File: src/rtl/ref_level_est.sv
// ---------------------------------------------------------------------------
// ref_level_est
//   Windowed reference-level and average-power estimator for the M-ASK
//   receive path. Averages |dec_var| over N = 2**LOG2_N accepted symbols to
//   form the slicer reference level, then squares it and scales it by
//   REF_POWER in a two-stage registered multiply pipeline.
//
// Parameters
//   WIDTH      sample/result width, signed Q1.(WIDTH-1)
//   LOG2_N     log2 of window length (1..16)
//   REF_POWER  non-negative power scale constant, Q1.(WIDTH-1)
//
// Ports
//   clk          in   system clock
//   reset        in   synchronous active-high reset, clears all state
//   clk_en       in   symbol-rate enable (one sample per enabled cycle)
//   hold         in   freeze; while high clk_en is ignored
//   dec_var      in   signed decision variable
//   ref_level    out  mean |dec_var| of the last completed window (>= 0)
//   ref_valid    out  one-cycle pulse when ref_level updates
//   avg_power    out  trunc(trunc(ref_level^2) * REF_POWER) (>= 0)
//   power_valid  out  one-cycle pulse when avg_power updates
//   locked       out  high once the first window has completed
// ---------------------------------------------------------------------------
module ref_level_est #(
  parameter int                        WIDTH     = 18,
  parameter int                        LOG2_N    = 8,
  parameter logic signed [WIDTH-1:0]   REF_POWER = 18'sd65536
) (
  input  logic                     clk,
  input  logic                     reset,
  input  logic                     clk_en,
  input  logic                     hold,
  input  logic signed [WIDTH-1:0]  dec_var,
  output logic signed [WIDTH-1:0]  ref_level,
  output logic                     ref_valid,
  output logic signed [WIDTH-1:0]  avg_power,
  output logic                     power_valid,
  output logic                     locked
);

  // Magnitudes never use the sign bit, so all internal datapaths are
  // WIDTH-1 bits unsigned.
  localparam int MAGW = WIDTH - 1;
  localparam int ACCW = MAGW + LOG2_N;
  localparam logic [MAGW-1:0] REF_MAG = REF_POWER[MAGW-1:0];

  logic              accept_s;
  logic [MAGW-1:0]   abs_s;
  logic [ACCW-1:0]   sum_s;
  logic              win_end_s;

  logic [ACCW-1:0]   acc_q, acc_d;
  logic [LOG2_N-1:0] cnt_q, cnt_d;
  logic [MAGW-1:0]   ref_q, ref_d;
  logic              ref_valid_q;
  logic              locked_q, locked_d;

  logic [2*MAGW-1:0] prod1_s, prod2_s;
  logic [MAGW-1:0]   sq_q, sq_d;
  logic              sq_valid_q;
  logic [MAGW-1:0]   pwr_q, pwr_d;
  logic              pwr_valid_q;

  assign accept_s = clk_en & ~hold;

  // Saturating absolute value: the most negative code maps to the largest
  // positive magnitude instead of wrapping back to itself.
  always_comb begin
    abs_s = dec_var[MAGW-1:0];
    if (dec_var[WIDTH-1]) begin
      if (dec_var[MAGW-1:0] == {MAGW{1'b0}}) begin
        abs_s = {MAGW{1'b1}};
      end else begin
        abs_s = ~dec_var[MAGW-1:0] + MAGW'(1);
      end
    end else begin
      abs_s = dec_var[MAGW-1:0];
    end
  end

  // The accumulator is sized for N full-scale magnitudes, so this add
  // cannot overflow.
  assign sum_s = acc_q + ACCW'(abs_s);

  // Window accumulation and end-of-window mean.
  always_comb begin
    acc_d     = acc_q;
    cnt_d     = cnt_q;
    ref_d     = ref_q;
    locked_d  = locked_q;
    win_end_s = 1'b0;
    if (accept_s) begin
      if (cnt_q == {LOG2_N{1'b1}}) begin
        win_end_s = 1'b1;
        ref_d     = MAGW'(sum_s >> LOG2_N);
        acc_d     = {ACCW{1'b0}};
        cnt_d     = {LOG2_N{1'b0}};
        locked_d  = 1'b1;
      end else begin
        acc_d = sum_s;
        cnt_d = cnt_q + LOG2_N'(1);
      end
    end else begin
      acc_d = acc_q;
    end
  end

  // Both multiplier operands are below 1.0, so the product fits in
  // 2*MAGW bits and the Q-format realignment is a plain right shift.
  assign prod1_s = {{MAGW{1'b0}}, ref_q} * {{MAGW{1'b0}}, ref_q};
  assign prod2_s = {{MAGW{1'b0}}, sq_q}  * {{MAGW{1'b0}}, REF_MAG};

  // Power pipeline: each stage loads only when its input is freshly valid.
  always_comb begin
    sq_d  = sq_q;
    pwr_d = pwr_q;
    if (ref_valid_q) begin
      sq_d = MAGW'(prod1_s >> MAGW);
    end else begin
      sq_d = sq_q;
    end
    if (sq_valid_q) begin
      pwr_d = MAGW'(prod2_s >> MAGW);
    end else begin
      pwr_d = pwr_q;
    end
  end

  // State registers; reset also flushes the power pipeline.
  always_ff @(posedge clk) begin
    if (reset) begin
      acc_q       <= {ACCW{1'b0}};
      cnt_q       <= {LOG2_N{1'b0}};
      ref_q       <= {MAGW{1'b0}};
      ref_valid_q <= 1'b0;
      locked_q    <= 1'b0;
      sq_q        <= {MAGW{1'b0}};
      sq_valid_q  <= 1'b0;
      pwr_q       <= {MAGW{1'b0}};
      pwr_valid_q <= 1'b0;
    end else begin
      acc_q       <= acc_d;
      cnt_q       <= cnt_d;
      ref_q       <= ref_d;
      ref_valid_q <= win_end_s;
      locked_q    <= locked_d;
      sq_q        <= sq_d;
      sq_valid_q  <= ref_valid_q;
      pwr_q       <= pwr_d;
      pwr_valid_q <= sq_valid_q;
    end
  end

  assign ref_level   = {1'b0, ref_q};
  assign ref_valid   = ref_valid_q;
  assign avg_power   = {1'b0, pwr_q};
  assign power_valid = pwr_valid_q;
  assign locked      = locked_q;

endmodule
File: config.mk
export PLATFORM = sky130hd
export DESIGN_NAME = ref_level_est
export DESIGN_NICKNAME = d
export VERILOG_FILES = /design/src/rtl/ref_level_est.sv
export SDC_FILE = /design/constraint.sdc
export NUM_CORES = 1
export LEC_CHECK = 0
export BUFFER_PORTS_ARGS = -buffer_cell sky130_fd_sc_hd__buf_2
export CAP_MARGIN = 10
export CORE_UTILIZATION = 30
export CTS_BUF_LIST = sky130_fd_sc_hd__clkbuf_2
export DETAILED_ROUTE_END_ITERATION = 7
export HOLD_SLACK_MARGIN = 0.12
export PLACE_DENSITY = 0.42
export SYNTH_ARGS = -nofsm -noshare
export SYNTH_HDL_FRONTEND = slang
export SYNTH_SLANG_ARGS = --single-unit
File: constraint.sdc
create_clock -name clk -period 11.7 [get_ports clk]
set_input_delay 1.17 -clock clk [delete_from_list [all_inputs] [get_ports clk]]
set_output_delay 1.17 -clock clk [all_outputs]
set_load 0.005 [all_outputs]
==> flow_metrics.py, run 1 <==
metrics = {
    "clocking": {
        "postCtsSetupBuffers": 0,
        "cts.clk_slew.worst_paths_ns": 0.30,
        "ctsRootBufferMaster": "clkbuf_2",
        "h-tree-depth": 3,
        "cts_buffers": 9,
        "clockBufferDepth": 2,
        "hold_buffers": 0,
        "cts.sinks": 86,
        "ctsResizeCount": 0,
        "clk-insertion-delay-late_ns": 0.63,
        "cts_tree": "built",
    },
    "global_route": {
        "grt_usage_pct": 17.3,
        "grt_pass1_vias": 10300,
        "grt_first_pass_wirelength_mm": 56.6,
        "gr-total-overflow": 0,
        "grt_use_met2_pct": 31.1,
        "grt_max_degree": 75,
        "grt_antenna_before_repair": 1,
        "use_met3_pct": 1.92,
        "grt.met1_usage_pct": 22.5,
        "busiest_layer": "met2",
    },
    "layout": {
        "final_cell_area_um2": 13600,
        "final_cell_mix": "268 x inv_1, 190 x fa_1, 148 x nand2_1",
        "seq_area_um2": 1720,
        "multiInputGateArea_um2": 9650,
        "synthToLayoutAreaGrowth_pct": 7.83,
        "nets": 1840,
        "final_util_pct": 33.1,
        "n_fill_cell": 4422,
        "layout-drive-gt1-share_pct": 6.91,
        "layout_commonest_cell": "inv_1",
    },
    "logic_synthesis": {
        "synth_area_um2": 12600,
        "yosysWarnings": 0,
        "ys_async_sr_fraction_pct": 0,
        "ys_seq_area_share_pct": 13.7,
        "postSynthAreaPerCell_um2": 8.57,
        "ys.flop_type": "dfxtp_1",
        "synthCells": 1471,
        "synth_edf_count": 0,
        "synthDistinctLibCells": 66,
        "synth_seq_cells": 86,
    },
    "placed_design": {
        "numPortBuffers": 57,
        "gp_congestion": 0.800,
        "place_area_um2": 13500,
        "dp_slack_ns": 4.85,
        "dp_hpwl_mm": 27.8,
    },
    "sta": {
        "fmax_mhz": 147,
        "relSlewSlack_pct": 28.4,
        "worst_slew_pin_slew_ns": 1.07,
        "setup_viol": 0,
        "slew_viol_final": 0,
        "setup_ws_ns": 4.91,
        "rsz0062_at_grt": "false",
        "tns_ns": 0,
        "final.setup_skew_ns": 0.0420,
        "min_period_ns": 6.79,
        "finalCritPeriodShare_pct": 58.1,
        "hold_viol": 0,
    },
    "critical_path": {
        "timing.rr.end": "sq_q[7]$_SDFFE_PP0P_",
        "critPathBufInv": 5,
        "critical_path.top_delay_family": "adder cells",
        "critPathRequiredTime_ns": 12.24,
        "start_kind": "flop",
        "end_kind": "flop",
        "crit_type": "reg -> reg",
        "r2r_start": "ref_q[3]$_SDFFE_PP0P_",
        "cpMaxStageDelayCell": "dfxtp_1",
        "worstPathCellList": "inv_1, nor2_1, fa_1, inv_1, fa_1, fa_1, inv_1, fa_1, fa_1, inv_1, fa_1, inv_1, ha_1, nand2_1, o311ai_0, a31oi_1, xnor2_1, o21ai_0",
        "cpMostUsedCell": "fa_1",
        "arrival_ns": 7.34,
        "r2r_setup_slack_ns": 4.91,
        "crit_cells": 18,
        "r2r_cells": 18,
        "cp_max_fo": 17,
        "cpPeakStageDelay_ns": 1.00,
    },
    "run_status": {
        "violations": "design-rule violations",
        "outcome": "complete, but fails checks",
    },
    "drt": {
        "first_pass_iters": 7,
        "drt-total-wl_mm": 35.1,
        "ant_nets": 0,
        "vias": 9777,
        "wl_per_cell_um": 17.2,
        "drc": 2,
        "drtIter0Drc": 366,
        "viasPerCell": 4.79,
    },
    "floorplan": {
        "dieArea_um2": 42800,
        "core_um2": 41100,
        "initial_core_util_pct": 30.7,
        "rows": 74,
        "io_pins": 61,
        "fp.dieW_um": 207,
        "die_y_um": 207,
    },
    "power_and_ir_drop": {
        "p_leak_nw": 6.98,
        "peakVddDrop_uv": 51.4,
        "p_per_area_nw_per_um2": 42.3,
        "power_mw": 0.575,
    },
    "hold_path": {
        "holdCritStartpoint": "ref_q[4]$_SDFFE_PP0P_",
        "hold_depth": 2,
        "hp-class": "reg -> reg",
        "whs_endpoint": "ref_q[4]$_SDFFE_PP0P_",
    },
    "job": {
        "maxCapViolCount": 0,
    },
}
[metal layers]
layer / vias up / wire (µm)
li1: 4819 / -
met2: 106 / 18000
met1: 4832 / 16000
met3: 20 / 875
met4: 0 / 292
met5: - / 0
[sequential cells by signal, summed over array words and instances (netlist names)]
| name | flops |
|---|---|
| pwr_q | 16 |
| acc_q | 25 |
| ref_valid | 1 |
| locked | 1 |
| sq_q | 16 |
| ref_q | 17 |
| sq_valid_q | 1 |
| cnt_q | 8 |
| power_valid | 1 |
[cell families (layout without fill, tap and decap cells)]
family                     Yosys count  in the layout  share of synthesized area (%)
xor gates and xnor gates            43             43                           2.99
and+or+nand+nor                    425            425                           16.2
DFF                                 86             86                           13.7
buffers and inverters              326            359                           9.84
other                                1              4                         0.0298
adders and majority gates          317            317                           42.8
muxes                               20             20                           1.61
AOI/OAI and AO/OA                  253            253                           12.8
[worst max path at each step]
| stage | startpoint | to | slack (ns) |
|---|---|---|---|
| floorplan | ref_q[2]$_SDFFE_PP0P_ | sq_q[16]$_SDFFE_PP0P_ | 5.93 |
| global placement | ref_q[3]$_SDFFE_PP0P_ | sq_q[11]$_SDFFE_PP0P_ | 4.89 |
| detailed placement | ref_q[3]$_SDFFE_PP0P_ | sq_q[11]$_SDFFE_PP0P_ | 4.85 |
| CTS | ref_q[3]$_SDFFE_PP0P_ | sq_q[11]$_SDFFE_PP0P_ | 4.82 |
| global route | ref_q[3]$_SDFFE_PP0P_ | sq_q[11]$_SDFFE_PP0P_ | 4.50 |
| finish | ref_q[3]$_SDFFE_PP0P_ | sq_q[7]$_SDFFE_PP0P_ | 4.91 |
[where the power goes]
part / total [mW] / leakage (nW) / internal (mW) / switching, mW
logic: 0.103 / 6.22 / 0.0398 / 0.0637
registers: 0.305 / 0.695 / 0.300 / 0.00468
clock network: 0.166 / 0.0708 / 0.0356 / 0.131
total: 0.575 / 6.98 / 0.376 / 0.199
[synth_stat cells (all sizes together) (7+ instances only)]
library cell | count | area share, %
clkbuf | 52 | 1.5
o31ai | 9 | 0.54
a211oi | 9 | 0.54
nand3 | 15 | 0.60
nand2 | 148 | 4.4
inv | 268 | 8.0
fa | 190 | 30
o21a | 20 | 1.2
nand4 | 15 | 0.74
mux2i | 18 | 1.4
a21oi | 63 | 2.5
ha | 127 | 13
or3 | 10 | 0.50
nor3 | 22 | 0.87
o21ai | 56 | 2.2
nor2b | 11 | 0.55
and3 | 7 | 0.35
a21o | 22 | 1.3
dfxtp | 86 | 14
o211ai | 9 | 0.54
xor2 | 18 | 1.3
a31oi | 21 | 1.0
nand2b | 13 | 0.70
nor2 | 102 | 3.0
a22oi | 8 | 0.48
and2 | 57 | 2.8
xnor2 | 25 | 1.7
[layout make-up]
type,instances,share of cell area [%]
clock buffer,9,0.331
inverter,268,7.40
sequential,86,12.7
antenna,1,0.0184
clock inverter,7,0.552
multi-input combinational,1061,71.0
tap,532,4.90
timing repair buffer,75,3.09
[worst register-to-register path, stage by stage, from the launching register on]
cell and delay (ns):
dfxtp_1 1.00, inv_1 0.29, nor2_1 0.28, fa_1 0.45, inv_1 0.09, fa_1 0.43
fa_1 0.51, inv_1 0.05, fa_1 0.48, fa_1 0.55, inv_1 0.06, fa_1 0.54
inv_1 0.05, ha_1 0.37, nand2_1 0.08, o311ai_0 0.88, a31oi_1 0.23, xnor2_1 0.28
o21ai_0 0.10
[through the flow]
step,hold slack [ns],instances
after floorplan,0.425,1473
after global placement,0.443,2022
after detailed placement,0.450,2022
after CTS,0.481,2038
after global routing,0.502,2039
final,0.476,2039
No activity file was read; power rests on OpenSTA's default activity.
==> inputs of run 2 (changes only) <==
PLACE_DENSITY = 0.43   (was 0.42)
clock period = 5.8 ns   (was 11.7 ns; I/O delays follow)
==> run 2 against run 1 <==
Net effect: the flow still finishes with violations (design-rule violations); global-route usage is 0.15 points higher; total power is 120% higher; first-iteration DRC count rose by 14%; maximum frequency increased by 21%; utilization increased by 3.0 points; via count grew 3.6%; clock skew down 0.014 ns; routed wire length increased by 0.94%; critical path depth up 3.
==> flow_metrics.py, run 2 (synthesized netlist as in run 1, its figures left out) <==
metrics = {
    "run_status": {
        "outcome": "complete, but fails checks",
        "violations": "design-rule violations",
    },
    "layout": {
        "n_fill_cell": 4367,
        "final_cell_area_um2": 14800,
        "final_util_pct": 36.0,
        "seq_area_um2": 1760,
        "nets": 1930,
        "synthToLayoutAreaGrowth_pct": 17.5,
        "final_cell_mix": "267 x inv_1, 189 x fa_1, 142 x nand2_1",
        "diodes": 0,
        "fin_cells": 2128,
        "layout_commonest_cell": "inv_1",
        "largest_reg_flops": 25,
        "multiInputGateArea_um2": 10000,
        "layout-drive-gt1-share_pct": 16.7,
        "reg_top3": "acc_q: 25 flops, ref_q: 17 flops",
        "largest-register": "acc_q",
    },
    "sta": {
        "relSlewSlack_pct": 31.2,
        "setup_viol": 0,
        "min_period_ns": 5.64,
        "rsz0062_at_grt": "true",
        "hold_viol": 0,
        "fmax_mhz": 177,
        "finalCritPeriodShare_pct": 97.2,
        "worst_slew_pin_slew_ns": 1.03,
        "final.setup_skew_ns": 0.0279,
        "slew_viol_final": 0,
        "holdWs_ns": 0.395,
    },
    "power_and_ir_drop": {
        "power_mw": 1.24,
        "p_per_area_nw_per_um2": 83.5,
        "p_leak_nw": 7.54,
        "peakVddDrop_uv": 94.3,
    },
    "job": {
        "maxCapViolCount": 0,
    },
    "drt": {
        "drtIter0Drc": 418,
        "viasPerCell": 4.76,
        "drt-total-wl_mm": 35.5,
        "drc": 2,
        "ant_nets": 0,
        "wl_met2_mm": 17.4,
        "vias": 10100,
        "wl_per_cell_um": 16.7,
        "top_layer": "met4",
        "met1_length_mm": 16.5,
        "met3WireLength_um": 930,
        "first_pass_iters": 8,
    },
    "floorplan": {
        "fp.dieW_um": 207,
        "dieArea_um2": 42800,
        "initial_core_util_pct": 30.7,
        "core_um2": 41100,
        "rows": 74,
        "die_y_um": 207,
        "io_pins": 61,
    },
    "clocking": {
        "cts.clk_slew.worst_paths_ns": 0.29,
        "cts_tree": "built",
        "cts.sinks": 86,
        "h-tree-depth": 3,
        "ctsRootBufferMaster": "clkbuf_2",
        "clk-insertion-delay-late_ns": 0.60,
        "cts_buffers": 9,
        "clockBufferDepth": 2,
    },
    "placed_design": {
        "place_inst": 2106,
        "dp_hpwl_mm": 30.3,
        "gp_congestion": 0.858,
        "place_area_um2": 14200,
        "numPortBuffers": 57,
    },
    "critical_path": {
        "arrival_ns": 6.15,
        "start_kind": "flop",
        "end_kind": "flop",
        "crit_type": "reg -> reg",
        "critPathRequiredTime_ns": 6.32,
        "cp_max_fo": 6,
    },
    "global_route": {
        "grt_first_pass_wirelength_mm": 57.7,
        "grt_usage_pct": 17.4,
        "grt_pass1_vias": 10600,
        "grt_antenna_before_repair": 2,
        "grt_max_degree": 50,
        "gr-total-overflow": 0,
    },
    "hold_path": {
        "hp-class": "in -> reg",
    },
}
==> run 2: changes by cell type in the layout (fill, tap and decap cells not counted), moves of 5 or more <==
cell     change
a21oi_2     +10
o21ai_0      -7
ha_4         +7
ha_1        -10
a31oi_1      -5
dfxtp_2      +7
dfxtp_4      +8
a21oi_1     -11
dfxtp_1     -15
nand2_1      -6
o21ai_1      +5
buf_4       +78
buf_12       +9
a31oi_2      +5
==> run 2: stage by stage <==
step	worst slack [ns]	setup TNS (ns)
after floorplan	0.0317	0
after global placement	-0.0491	-0.0838
after detailed placement	-0.0578	-0.142
after CTS	0.0175	0
after global routing	-0.0285	-0.0749
final	0.163	0
==> run 2: repair_timing <==
| action | 4_1_cts | 5_1_grt |
|---|---|---|
| hold endpoints to repair | 0 | 0 |
| setup endpoints to repair | 7 | 16 |
| pin swaps | 1 | 29 |
| hold buffers | 0 | 0 |
| buffers inserted | 0 | 6 |
| resized for setup | 15 | 87 |
==> run 2: routing by layer <==
layer / up-vias / global-route usage [%]
met1: 4990 / 23.1
met3: 41 / 2.10
met5: - / 0
met2: 122 / 30.2
li1: 4979 / -
met4: 0 / 3.73
==> run 2: final cells by class <==
class,count,area share [%]
sequential,86,11.9
clock inverter,7,0.752
timing repair buffer,165,8.24
inverter,268,6.79
tap,532,4.49
multi-input combinational,1061,67.5
clock buffer,9,0.304
==> run 2: final timing paths <==
check,start,to,slack [ns],depth (start not counted)
setup reg to reg,ref_q[4]$_SDFFE_PP0P_,sq_q[14]$_SDFFE_PP0P_,0.16,21
hold / removal,hold,cnt_q[2]$_SDFFE_PP0P_,0.40,5
hold reg to reg,sq_q[7]$_SDFFE_PP0P_,sq_q[7]$_SDFFE_PP0P_,0.48,2
setup / recovery,ref_q[4]$_SDFFE_PP0P_,sq_q[14]$_SDFFE_PP0P_,0.16,21
==> run 2: where the power goes <==
part           internal, mW  switching [mW]
Combinational        0.0822           0.134
Clock                 0.155           0.254
Sequential            0.601         0.00970
==> run 2: critical path, cell delays in order (launching register included) <==
cell and delay (ns):
dfxtp_4 0.44, nand2_2 0.08, inv_1 0.06, fa_1 0.53
inv_1 0.06, fa_1 0.53, fa_1 0.56, inv_1 0.06
fa_1 0.50, fa_1 0.52, inv_1 0.06, fa_1 0.53
inv_1 0.06, ha_4 0.30, nand3_4 0.08, nor2_4 0.13
a31oi_2 0.10, a21oi_2 0.21, buf_6 0.15, o211ai_1 0.12
a21o_1 0.22, a32o_1 0.25
==> inputs of run 3 (changes only) <==
CORE_ASPECT_RATIO = 0.5   (was unset)
clock period = 4.88 ns   (was 5.8 ns; I/O delays follow)
==> run 3 against run 2 <==
Net effect: the run ends with negative setup slack left; total power increased by 15%; first-iteration DRC count decreased by 19%; clock skew increased by 0.0099 ns; design area increased by 8.7%; maximum frequency increased by 1.8%; hold slack got worse by 0.14 ns; critical endpoint is now sq_q[16]$_SDFFE_PP0P_.
==> flow_metrics.py, run 3 (synthesized netlist as in run 1, its figures left out) <==
metrics = {
    "critical_path": {
        "critPathRequiredTime_ns": 5.44,
        "cpPeakStageDelay_ns": 0.56,
        "cp_max_fo": 5,
        "start_kind": "flop",
        "r2r_setup_slack_ns": -0.66,
        "cpMaxStageDelayCell": "fa_1",
        "arrival_ns": 6.10,
        "crit_type": "reg -> reg",
        "worstPathCellList": "buf_12, buf_8, nand2_4, inv_2, fa_1, inv_2, fa_2, fa_1, inv_2, fa_2, fa_1, inv_1, fa_1, inv_2, ha_4, o21a_1, o21a_1, o31ai_4, a21oi_4, a31oi_4, and4b_1, nor4_2",
        "end_kind": "flop",
    },
    "power_and_ir_drop": {
        "power_mw": 1.43,
        "p_int_mw": 0.964,
        "peakVddDrop_uv": 82.2,
        "pwr-share-clk_pct": 29.2,
        "p_leak_nw": 8.24,
        "swShare_pct": 32.4,
        "seq_power_share_pct": 50.7,
        "combPwrFrac_pct": 20.0,
        "p_sw_mw": 0.462,
        "p_per_area_nw_per_um2": 88.6,
    },
    "clocking": {
        "cts.sinks": 86,
        "ctsRootBufferMaster": "clkbuf_2",
        "h-tree-depth": 3,
        "cts_buffers": 9,
        "hold_buffers": 0,
        "clockBufferDepth": 2,
        "clk-insertion-delay-late_ns": 0.66,
        "cts.clk_slew.worst_paths_ns": 0.28,
        "cts_tree": "built",
    },
    "run_status": {
        "violations": "negative setup slack",
        "outcome": "complete, but fails checks",
    },
    "drt": {
        "ant_nets": 0,
        "wl_per_cell_um": 15.6,
        "first_pass_iters": 5,
        "drc": 0,
        "viasPerCell": 4.69,
        "drtIter0Drc": 338,
        "vias": 10600,
        "drt-total-wl_mm": 35.5,
    },
    "global_route": {
        "grt_antenna_before_repair": 1,
        "grt_usage_pct": 16.7,
        "use_met3_pct": 1.21,
        "gr-total-overflow": 0,
        "busiest_layer": "met2",
        "grt_max_degree": 31,
        "grt_pass1_vias": 11000,
        "grt_use_met2_pct": 28.7,
        "grt_first_pass_wirelength_mm": 57.1,
        "grt.met1_usage_pct": 23.1,
    },
    "layout": {
        "reg_top3": "acc_q: 25 flops, ref_q: 17 flops",
        "n_fill_cell": 4128,
        "layout_commonest_cell": "inv_1",
        "largest_reg_flops": 25,
        "layout-drive-gt1-share_pct": 25.7,
        "final_util_pct": 39.3,
        "multiInputGateArea_um2": 10200,
        "seq_area_um2": 1770,
        "final_cell_mix": "251 x inv_1, 216 x buf_4, 180 x fa_1",
        "nets": 2061,
        "largest-register": "acc_q",
        "synthToLayoutAreaGrowth_pct": 27.7,
        "fin_cells": 2269,
        "final_cell_area_um2": 16100,
    },
    "hold_path": {
        "hp-class": "in -> reg",
    },
    "placed_design": {
        "place_inst": 2229,
        "dp_hpwl_mm": 29.6,
        "numPortBuffers": 57,
        "gp_congestion": 0.839,
        "place_area_um2": 15300,
    },
    "floorplan": {
        "initial_core_util_pct": 30.8,
        "die_y_um": 147,
        "rows": 52,
        "core_um2": 40900,
        "fp.dieW_um": 292,
        "io_pins": 61,
        "dieArea_um2": 42900,
    },
    "sta": {
        "finalCritPeriodShare_pct": 113,
        "final.setup_skew_ns": 0.0379,
        "relSlewSlack_pct": 35.1,
        "min_period_ns": 5.54,
        "rsz0062_at_grt": "true",
        "setup_ws_ns": -0.658,
        "setup_viol": 16,
        "fmax_mhz": 181,
        "worst_slew_pin_slew_ns": 0.972,
        "hold_viol": 0,
        "slew_viol_final": 0,
        "holdWs_ns": 0.254,
    },
    "job": {
        "maxCapViolCount": 0,
    },
}
run 3: area by class of cell:
| type | instances | area share, % |
|---|---|---|
| clock inverter | 5 | 0.373 |
| timing repair buffer | 296 | 14.1 |
| antenna | 2 | 0.0311 |
| multi-input combinational | 1061 | 63.7 |
| tap | 540 | 4.20 |
| clock buffer | 11 | 0.342 |
| inverter | 268 | 6.27 |
| sequential | 86 | 11.0 |
run 3: worst max-delay path, delay by kind of cell, from the launching register on:
| family | cells | cell delay, ns |
|---|---|---|
| flip-flops | 1 | 0.43 |
| buffers and inverters | 7 | 0.47 |
| adder cells (fa/ha/maj) | 7 | 3.26 |
| AND/OR/NAND/NOR | 3 | 0.33 |
| AO/OA/AOI/OAI | 5 | 0.93 |
run 3: what timing repair did:
item                       CTS  global route
resized for setup           64            64
setup endpoints to repair   16            16
cloned                       1             1
pin swaps                   32            22
setup buffers                9            11
run 3: power by group through the flow:
stage                     registers [mW]  clock network [mW]  logic, mW
after floorplan                    0.737                   0      0.182
after global placement             0.740                   0      0.280
after detailed placement           0.740                   0      0.284
after CTS                          0.726               0.441      0.286
after global routing               0.726               0.466      0.318
final                              0.723               0.417      0.286
run 3: worst paths after layout:
path,from,to,cells after the start
min reg2reg,sq_q[5]$_SDFFE_PP0P_,sq_q[5]$_SDFFE_PP0P_,2
max,ref_q[2]$_SDFFE_PP0P_,sq_q[16]$_SDFFE_PP0P_,22
max reg2reg,ref_q[2]$_SDFFE_PP0P_,sq_q[16]$_SDFFE_PP0P_,22
min,reset,cnt_q[6]$_SDFFE_PP0P_,2
run 3: metal layers:
layer  part of all wire (%)  wire length (µm)
met2                     48             17200
met4                    1.1               386
met5                      0                 0
met3                    1.8               654
met1                     49             17300
run 3: metrics by stage:
step / setup TNS (ns) / setup WS [ns]
2_1_floorplan: -4.55 / -0.383
3_3_place_gp: -11.55 / -0.740
6_report: -9.16 / -0.658
4_1_cts: -9.76 / -0.701
3_5_place_dp: -12.47 / -0.797
5_1_grt: -11.77 / -0.814
